[src/rtl/div_pkg.sv]
// Shared types and default widths for the divider request front-end.
package div_pkg;

  localparam int DIV_DATA_W = 32;
  localparam int DIV_TAG_W  = 4;

  typedef struct packed {
    logic [DIV_DATA_W-1:0] dividend;
    logic [DIV_DATA_W-1:0] divisor;
    logic                  sign;
    logic [DIV_TAG_W-1:0]  tag;
  } div_req_t;

  typedef struct packed {
    logic [DIV_DATA_W-1:0] quotient;
    logic [DIV_DATA_W-1:0] remainder;
    logic                  error;
    logic                  timeout;
    logic [DIV_TAG_W-1:0]  tag;
  } div_rsp_t;

  typedef enum logic [1:0] {
    IDLE,
    ISSUE,
    WAIT,
    RESP
  } div_issue_state_e;

endpackage

[src/rtl/div_req_fifo.sv]
// Small first-word-fall-through request FIFO; the head entry is readable while not empty.
module div_req_fifo
  import div_pkg::*;
#(
  parameter int DEPTH = 4
) (
  input  logic                     clk,
  input  logic                     reset,
  input  logic                     push,
  input  div_req_t                 push_data,
  input  logic                     pop,
  output div_req_t                 head,
  output logic [$clog2(DEPTH):0]   count,
  output logic                     full,
  output logic                     empty
);

  localparam int PTR_W = $clog2(DEPTH);
  localparam int CNT_W = PTR_W + 1;

  div_req_t mem [DEPTH];

  logic [PTR_W-1:0] wr_ptr_q, wr_ptr_d;
  logic [PTR_W-1:0] rd_ptr_q, rd_ptr_d;
  logic [CNT_W-1:0] count_q, count_d;
  logic             do_push;
  logic             do_pop;

  assign full    = (count_q == CNT_W'(DEPTH));
  assign empty   = (count_q == '0);
  assign do_push = push && !full;
  assign do_pop  = pop && !empty;
  assign count   = count_q;
  assign head    = mem[rd_ptr_q];

  // Pointers wrap naturally because DEPTH is a power of two.
  always_comb begin
    wr_ptr_d = wr_ptr_q + PTR_W'(do_push);
    rd_ptr_d = rd_ptr_q + PTR_W'(do_pop);
    count_d  = count_q;
    if (do_push && !do_pop) begin
      count_d = count_q + 1'b1;
    end else if (!do_push && do_pop) begin
      count_d = count_q - 1'b1;
    end
  end

  always_ff @(posedge clk or negedge reset) begin
    if (!reset) begin
      wr_ptr_q <= '0;
      rd_ptr_q <= '0;
      count_q  <= '0;
    end else begin
      wr_ptr_q <= wr_ptr_d;
      rd_ptr_q <= rd_ptr_d;
      count_q  <= count_d;
    end
  end

  always_ff @(posedge clk) begin
    if (do_push) begin
      mem[wr_ptr_q] <= push_data;
    end
  end

endmodule

[src/rtl/div_issue_ctrl.sv]
// Divider front-end: queues requests, issues one divide at a time with a start pulse,
// waits for done or a timeout, and returns the result with the request tag.
module div_issue_ctrl
  import div_pkg::*;
#(
  parameter int DATA_W  = DIV_DATA_W,
  parameter int DEPTH   = 4,
  parameter int TAG_W   = DIV_TAG_W,
  parameter int TIMEOUT = 64
) (
  input  logic                    clk,
  input  logic                    reset,
  input  logic                    req_valid,
  output logic                    req_ready,
  input  logic [DATA_W-1:0]       req_dividend,
  input  logic [DATA_W-1:0]       req_divisor,
  input  logic                    req_sign,
  input  logic [TAG_W-1:0]        req_tag,
  output logic [DATA_W-1:0]       div_dividend,
  output logic [DATA_W-1:0]       div_divisor,
  output logic                    div_sign,
  output logic                    div_start,
  input  logic [DATA_W-1:0]       div_quotient,
  input  logic [DATA_W-1:0]       div_remainder,
  input  logic                    div_error,
  input  logic                    div_done,
  output logic                    rsp_valid,
  input  logic                    rsp_ready,
  output logic [DATA_W-1:0]       rsp_quotient,
  output logic [DATA_W-1:0]       rsp_remainder,
  output logic                    rsp_error,
  output logic                    rsp_timeout,
  output logic [TAG_W-1:0]        rsp_tag,
  output logic                    busy,
  output logic [$clog2(DEPTH):0]  fifo_count
);

  localparam int TMR_W = $clog2(TIMEOUT + 1);
  localparam logic [TMR_W-1:0] TMR_LAST = TMR_W'(TIMEOUT - 1);

  div_req_t         push_req;
  div_req_t         head_req;
  logic             fifo_full;
  logic             fifo_empty;
  logic             fifo_pop;

  div_issue_state_e state_q, state_d;
  div_req_t         op_q, op_d;
  div_rsp_t         rsp_q, rsp_d;
  logic             start_q, start_d;
  logic             rsp_valid_q, rsp_valid_d;
  logic [TMR_W-1:0] timer_q, timer_d;

  assign push_req = '{dividend: req_dividend, divisor: req_divisor,
                      sign: req_sign, tag: req_tag};
  assign req_ready = !fifo_full;

  div_req_fifo #(
    .DEPTH(DEPTH)
  ) u_req_fifo (
    .clk      (clk),
    .reset    (reset),
    .push     (req_valid && req_ready),
    .push_data(push_req),
    .pop      (fifo_pop),
    .head     (head_req),
    .count    (fifo_count),
    .full     (fifo_full),
    .empty    (fifo_empty)
  );

  always_comb begin
    state_d     = state_q;
    op_d        = op_q;
    rsp_d       = rsp_q;
    start_d     = 1'b0;
    rsp_valid_d = rsp_valid_q;
    timer_d     = timer_q;
    fifo_pop    = 1'b0;
    case (state_q)
      IDLE: begin
        if (!fifo_empty) begin
          fifo_pop = 1'b1;
          op_d     = head_req;
          start_d  = 1'b1;
          state_d  = ISSUE;
        end
      end
      ISSUE: begin
        timer_d = '0;
        state_d = WAIT;
      end
      WAIT: begin
        // A done arriving on the last allowed cycle still beats the timeout.
        if (div_done) begin
          rsp_d = '{quotient: div_quotient, remainder: div_remainder,
                    error: div_error, timeout: 1'b0, tag: op_q.tag};
          rsp_valid_d = 1'b1;
          state_d     = RESP;
        end else if (timer_q == TMR_LAST) begin
          rsp_d = '{quotient: '0, remainder: '0,
                    error: 1'b1, timeout: 1'b1, tag: op_q.tag};
          rsp_valid_d = 1'b1;
          state_d     = RESP;
        end else begin
          timer_d = timer_q + 1'b1;
        end
      end
      RESP: begin
        if (rsp_ready) begin
          rsp_valid_d = 1'b0;
          state_d     = IDLE;
        end
      end
      default: state_d = IDLE;
    endcase
  end

  always_ff @(posedge clk or negedge reset) begin
    if (!reset) begin
      state_q     <= IDLE;
      op_q        <= '0;
      rsp_q       <= '0;
      start_q     <= 1'b0;
      rsp_valid_q <= 1'b0;
      timer_q     <= '0;
    end else begin
      state_q     <= state_d;
      op_q        <= op_d;
      rsp_q       <= rsp_d;
      start_q     <= start_d;
      rsp_valid_q <= rsp_valid_d;
      timer_q     <= timer_d;
    end
  end

  assign div_dividend  = op_q.dividend;
  assign div_divisor   = op_q.divisor;
  assign div_sign      = op_q.sign;
  assign div_start     = start_q;
  assign rsp_valid     = rsp_valid_q;
  assign rsp_quotient  = rsp_q.quotient;
  assign rsp_remainder = rsp_q.remainder;
  assign rsp_error     = rsp_q.error;
  assign rsp_timeout   = rsp_q.timeout;
  assign rsp_tag       = rsp_q.tag;
  assign busy          = (state_q != IDLE) || !fifo_empty;

endmodule
[config.mk]
export PLATFORM = sky130hd
export DESIGN_NAME = div_issue_ctrl
export DESIGN_NICKNAME = d
export VERILOG_FILES = /design/src/rtl/div_pkg.sv /design/src/rtl/div_req_fifo.sv /design/src/rtl/div_issue_ctrl.sv
export SDC_FILE = /design/constraint.sdc
export NUM_CORES = 1
export LEC_CHECK = 0
export CORE_MARGIN = 8
export CORE_UTILIZATION = 57
export DETAILED_ROUTE_END_ITERATION = 16
export GPL_TIMING_DRIVEN = 0
export PLACE_DENSITY = 0.86
export SYNTH_ARGS = -nofsm -noshare
export SYNTH_HDL_FRONTEND = slang
export SYNTH_SLANG_ARGS = --single-unit
[constraint.sdc]
create_clock -name clk -period 10.3 [get_ports clk]
set_clock_uncertainty 0.2 [all_clocks]
set_input_delay 1.545 -clock clk [delete_from_list [all_inputs] [get_ports clk]]
set_output_delay 1.545 -clock clk [all_outputs]
set_load 0.03 [all_outputs]
Yosys cells after proc, flatten, opt, wreduce, memory -nomap -nowiden:

Memory sizes are Yosys's and may differ from the RTL's. A register that Yosys moved wholly into a read port is not among the register bits.
Index checks and enable logic that the tools add are counted.
Widths: inputs -> output; s select.

* memories kept: 1
* bits in registers: 88
* output and inout port bits: 142
* RAM bits: 276

Memories
* u_req_fifo.mem: words 4, width 69, read ports 1, clocked after Yosys merged registers in 1, write ports 1, line div_req_fifo.sv:21 `div_req_t mem [DEPTH];`

* eq/ne operators: 10
* mux-type cells: 20
* bitwise logic cells: 1
* reduce and logical (&&, ||, !) cells: 23
* add/sub/neg operators: 5

Operators with widths (number)
* $mux 70: 2
* $mux 7: 2
* $pmux 7 s2: 1
* $reduce_bool 2->1: 5
* $reduce_and 3->1: 3
* $mux 2: 4
* $ne 2x2->1 const B: 4
* $pmux 2 s4: 1
* $add 7x1->7 const B: 1
* $eq 7x6->1 const B: 1
* $mux 1: 7
* $mux 3: 2
* $logic_and 1x1->1: 5
* $logic_not 1->1: 5
* $add 2x1->2: 2
* $eq 2x2->1 const B: 2
* $reduce_and 2->1: 2
* $add 3x1->3 const B: 1
* $eq 3x3->1 const B: 1
* $logic_not 3->1: 1
* $ne 3x3->1 const B: 1
* $sub 3x1->3 const B: 1
* $eq 2x1->1 const B: 1
* $logic_not 2->1: 1
* other kinds (3): 3

Longest topological paths before layout:

* word-level depth: 8
* depth in mapped cells: 10
* depth with buffers taken out: 9

Hierarchy:

From an unflattened synthesis, not the netlist that was laid out.

* cell total of the unflattened synthesis: 964
* area, all modules: 16758.6 um^2

By module, submodules not included
* div_req_fifo: cells each 390, seq. area each 8463.1 um^2, instances 1, area each 10308.6 um^2
* div_issue_ctrl: cells each 574, seq. area each 3753.6 um^2, instances 1, area each 6449.9 um^2

Worst setup path before layout:

OpenSTA, ideal clock, no wires.

* kind: input to register
* from: input req_valid
* to: memory u_req_fifo.mem[0][0] (netlist name), enable pin
* required time: 9.504 ns
* cell stages on the path: 2
* library setup time: 0.596 ns
* buffers on the path: 0
* setup slack: 2.424 ns
* arrival: 7.080 ns
* cell sequence: a21boi_0 -> nor3b_1

* word-level cells in the longest chain between the ends: 4

RTL lines
* from (decl): line div_issue_ctrl.sv:13 `input logic req_valid,`
* $logic_and 1x1->1: line div_issue_ctrl.sv:63 `.push (req_valid && req_ready),`
* $logic_and 1x1->1: line div_req_fifo.sv:31 `assign do_push = push && !full;`
* $mux 1: line div_req_fifo.sv:61 `if (do_push) begin`
* $mux 1 (implied by the code): line div_req_fifo.sv:62 `mem[wr_ptr_q] <= push_data;`
* to (decl): line div_req_fifo.sv:21

No other way between the ends.

Worst setup path after layout:

* from: register state_q[0]
* to: output busy

* word-level cells in the longest chain between the ends: 2

RTL lines
* from (decl): line div_issue_ctrl.sv:47 `div_issue_state_e state_q, state_d;`
* from (signal assigned): line div_issue_ctrl.sv:128 `state_q <= state_d;`
* $reduce_bool 2->1: line div_issue_ctrl.sv:147 `assign busy = (state_q != IDLE) || !fifo_empty;`
* $logic_or 1x1->1: line div_issue_ctrl.sv:147
* to (decl): line div_issue_ctrl.sv:34 `output logic busy,`

No other way between the ends.

==> flow_summary.ini <==
[outcome]
outcome = finished clean

[grt]
grt_usage_pct = 21.65
grt_max_degree = 91
overflow = 0
antenna_found_initial = 5
grt_pass1_wl_um = 56230
grt_pass1_vias = 9646

[placed_design]
place.gp.congestion = 0.8564
io_buffer_count = 280
hpwl_um = 25660
placed_area_um2 = 19960

[sta]
relSlewSlack_pct = 23.99
fin_crit_ns = 4.054
holdWs_ns = 0.2984
rsz0062_at_grt = false
fmax_mhz = 246.7
setup_viol = 0
maxSlewViolCount = 0
finalCritPeriodShare_pct = 39.36
hold_viol_final = 0
fin_setup_tns_ns = 0
tightestPinTransition_ns = 1.133

[critical_path]
slowest_stage = clkdlybuf4s50_1
startpoint = state_q[0]
start_kind = flop
cp_data_required_time_ns = 8.56
path_cells = inv_1, ha_1, or4b_4, clkdlybuf4s50_1
worstPathMaxFanout = 4
worstReg2RegStart = u_req_fifo.count[0]
crit_type = reg2out
cp.arrival_ns = 2.31
cp_top_family = buffers and inverters
cp.buffers_inverters = 2
max_stage_delay_ns = 0.61
end_kind = primary output

[floorplan]
row_count = 62
ioPinCount = 281
core_um2 = 28550
die_w_um = 185.8
die_y_um = 185.8
die-area_um2 = 34520
initial_utilization_pct = 57.57

[synthesis]
synthCells = 825
synth_compound_area_share_pct = 4.271
synthSimpleGateAreaFrac_pct = 1.195
synth_area_leader_cell = edfxtp_1
syn_nets = 974
synth_top_family_by_area = multiplexers
synth_top_area_share_pct = 50.43
yosys.cell_types.count = 42
synthAdderAreaFrac_pct = 0.8069
netlist_area_um2 = 16440
synthTopCellsByArea = edfxtp_1 (50%), dfrtp_1 (24%), mux4_2 (9.5%)
synth_seq_area_share_pct = 74.33
postSynthAreaPerCell_um2 = 19.92
yosys_warnings = 0
synth_mux_area_share_pct = 14.59
ys_ff_latch = 433
synth-xor-area-share_pct = 0.2664

[pwr]
power_frac_clock_pct = 21.8
p_int_uw = 4692
peakVddDrop_uv = 208.8
switching_share_pct = 32.85
switchingPower_uw = 2296
comb_power_share_pct = 40.5
p_seq_share_pct = 37.7
power_leakage_uw = 0.008055
power_density_nw_per_um2 = 327.1

[drt]
wl_per_cell_um = 23.56
firstDrtPassIters = 4
ant_nets = 0
viasPerCell = 5.511
vias = 8724
drt-total-wl_um = 37300
drc = 0
first_iter_violations = 425

[finish]
syn2layout_area_growth_pct = 29.99
layout.cells.most_common = clkdlybuf4s50_1
fin_area_um2 = 21370
nets = 1312
drive_above_1_share_pct = 26.57
final_cell_mix = clkdlybuf4s50_1 (279), edfxtp_1 (276), dfrtp_1 (157), mux2_2 (75), buf_4 (71)

[cts]
cts_tree = yes
clockRootBuffer = clkbuf_16
htreeDepth = 2
postCtsSetupBuffers = 0
cts_resized = 0
clockBufferDepth = 3
cts_made_buffers = 43
clk_pin_slew_worst_paths_ns = 0.06
postCtsHoldBufs = 0
clock_sinks = 433
insertion_delay_ns = 0.52

[min_path]
min_path_type = reg2reg
worstHoldStart = rsp_remainder[5]

[flow_run]
cap_violations = 0
[final cells by class]
class	instances	area, um^2
diodes	2	5.005
plain buffers	103	715.7
clock buffers	63	1274
clock inverters	16	123.9
fillers	1658	7182
inverters	8	30.03
multi-input cells	281	3498
flip-flops and latches	433	12220
well taps	384	480.5
repair buffers	293	3022
[synth_stat cells (all sizes together)]
library cell  number
edfxtp           276
dfrtp            157
buf               89
mux2              75
mux4              69
a22o              64
clkbuf            14
nand2             14
ha                 9
inv                8
nor2               7
a21oi              5
a31oi              4
nand3              4
xor2               4
a21o               2
and2               2
nor2b              2
o21ai              2
o311ai             2
a21boi             1
a31o               1
a32oi              1
and3               1
and4               1
fa                 1
nand4              1
nand4b             1
nor3               1
nor3b              1
nor4               1
o31ai              1
o32a               1
or4                1
or4b               1
xnor2              1
[power groups by stage]
stage	registers (uW)	clock network [uW]	logic, uW
after CTS	2630	1550	2880
after detailed placement	2660	0	2860
after global placement	2680	0	2740
after floorplan	2890	0	1560
after global routing	2680	1620	3000
final	2630	1520	2830
[logic make-up (layout without fill, tap and decap cells)]
family / count (synthesis) / after routing
AO/OA/AOI/OAI: 84 / 84
buffers and inverters: 111 / 483
multiplexers: 144 / 144
XOR/XNOR: 5 / 5
adder cells (fa/ha/maj): 10 / 10
flip-flops: 433 / 433
other: 0 / 2
AND/OR/NAND/NOR: 38 / 38
[registers in the layout, summed over array words and instances (netlist names)]
| signal | count |
|---|---|
| div_dividend | 32 |
| div_divisor | 32 |
| div_sign | 1 |
| div_start | 1 |
| op_q | 4 |
| rsp_error | 1 |
| rsp_quotient | 32 |
| rsp_remainder | 32 |
| rsp_tag | 4 |
| rsp_timeout | 1 |
| rsp_valid | 1 |
| state_q | 2 |
| timer_q | 7 |
| u_req_fifo.count | 3 |
| u_req_fifo.mem | 276 |
| u_req_fifo.rd_ptr_q | 2 |
| u_req_fifo.wr_ptr_q | 2 |
[per-layer routing]
metal,GRT usage (%),vias up,wire [um]
met5,0.7396,-,37
met2,37.66,342,19010
met1,26.42,4451,14330
met4,5.811,6,768
met3,5.875,58,3148
li1,-,3867,-
[through the flow]
stage               power, uW  worst slack [ns]  instances  utilization, %
detailed placement       5519             5.840       1502           69.93
global placement         5422            -2.025       1489           69.07
finish                   6988             6.246       1583           74.84
floorplan                4454             2.424        825               -
CTS                      7065             6.217       1581           74.82
global route             7300             6.158       1583           74.84
[path summary, 6_finish.rpt]
path | endpoint | slack, ns | cells past startpoint
setup / recovery | busy | 6.25 | 4
hold / removal | rsp_remainder[5] | 0.30 | 1
setup reg to reg | u_req_fifo.count[2] | 7.16 | 8
hold reg to reg | rsp_remainder[5] | 0.30 | 1
max in group asynchronous | div_dividend[21] | 8.23 | 2
min in group asynchronous | rsp_remainder[14] | 0.78 | 1
[worst register-to-register path: stages (launching register included)]
cell	delay (ns)
dfrtp_1	0.47
o31ai_2	0.99
buf_4	0.35
ha_1	0.20
inv_1	0.06
fa_1	0.37
xor2_1	0.17
nor2_1	0.12
xor2_1	0.15
No activity file was read; power rests on OpenSTA's default activity.
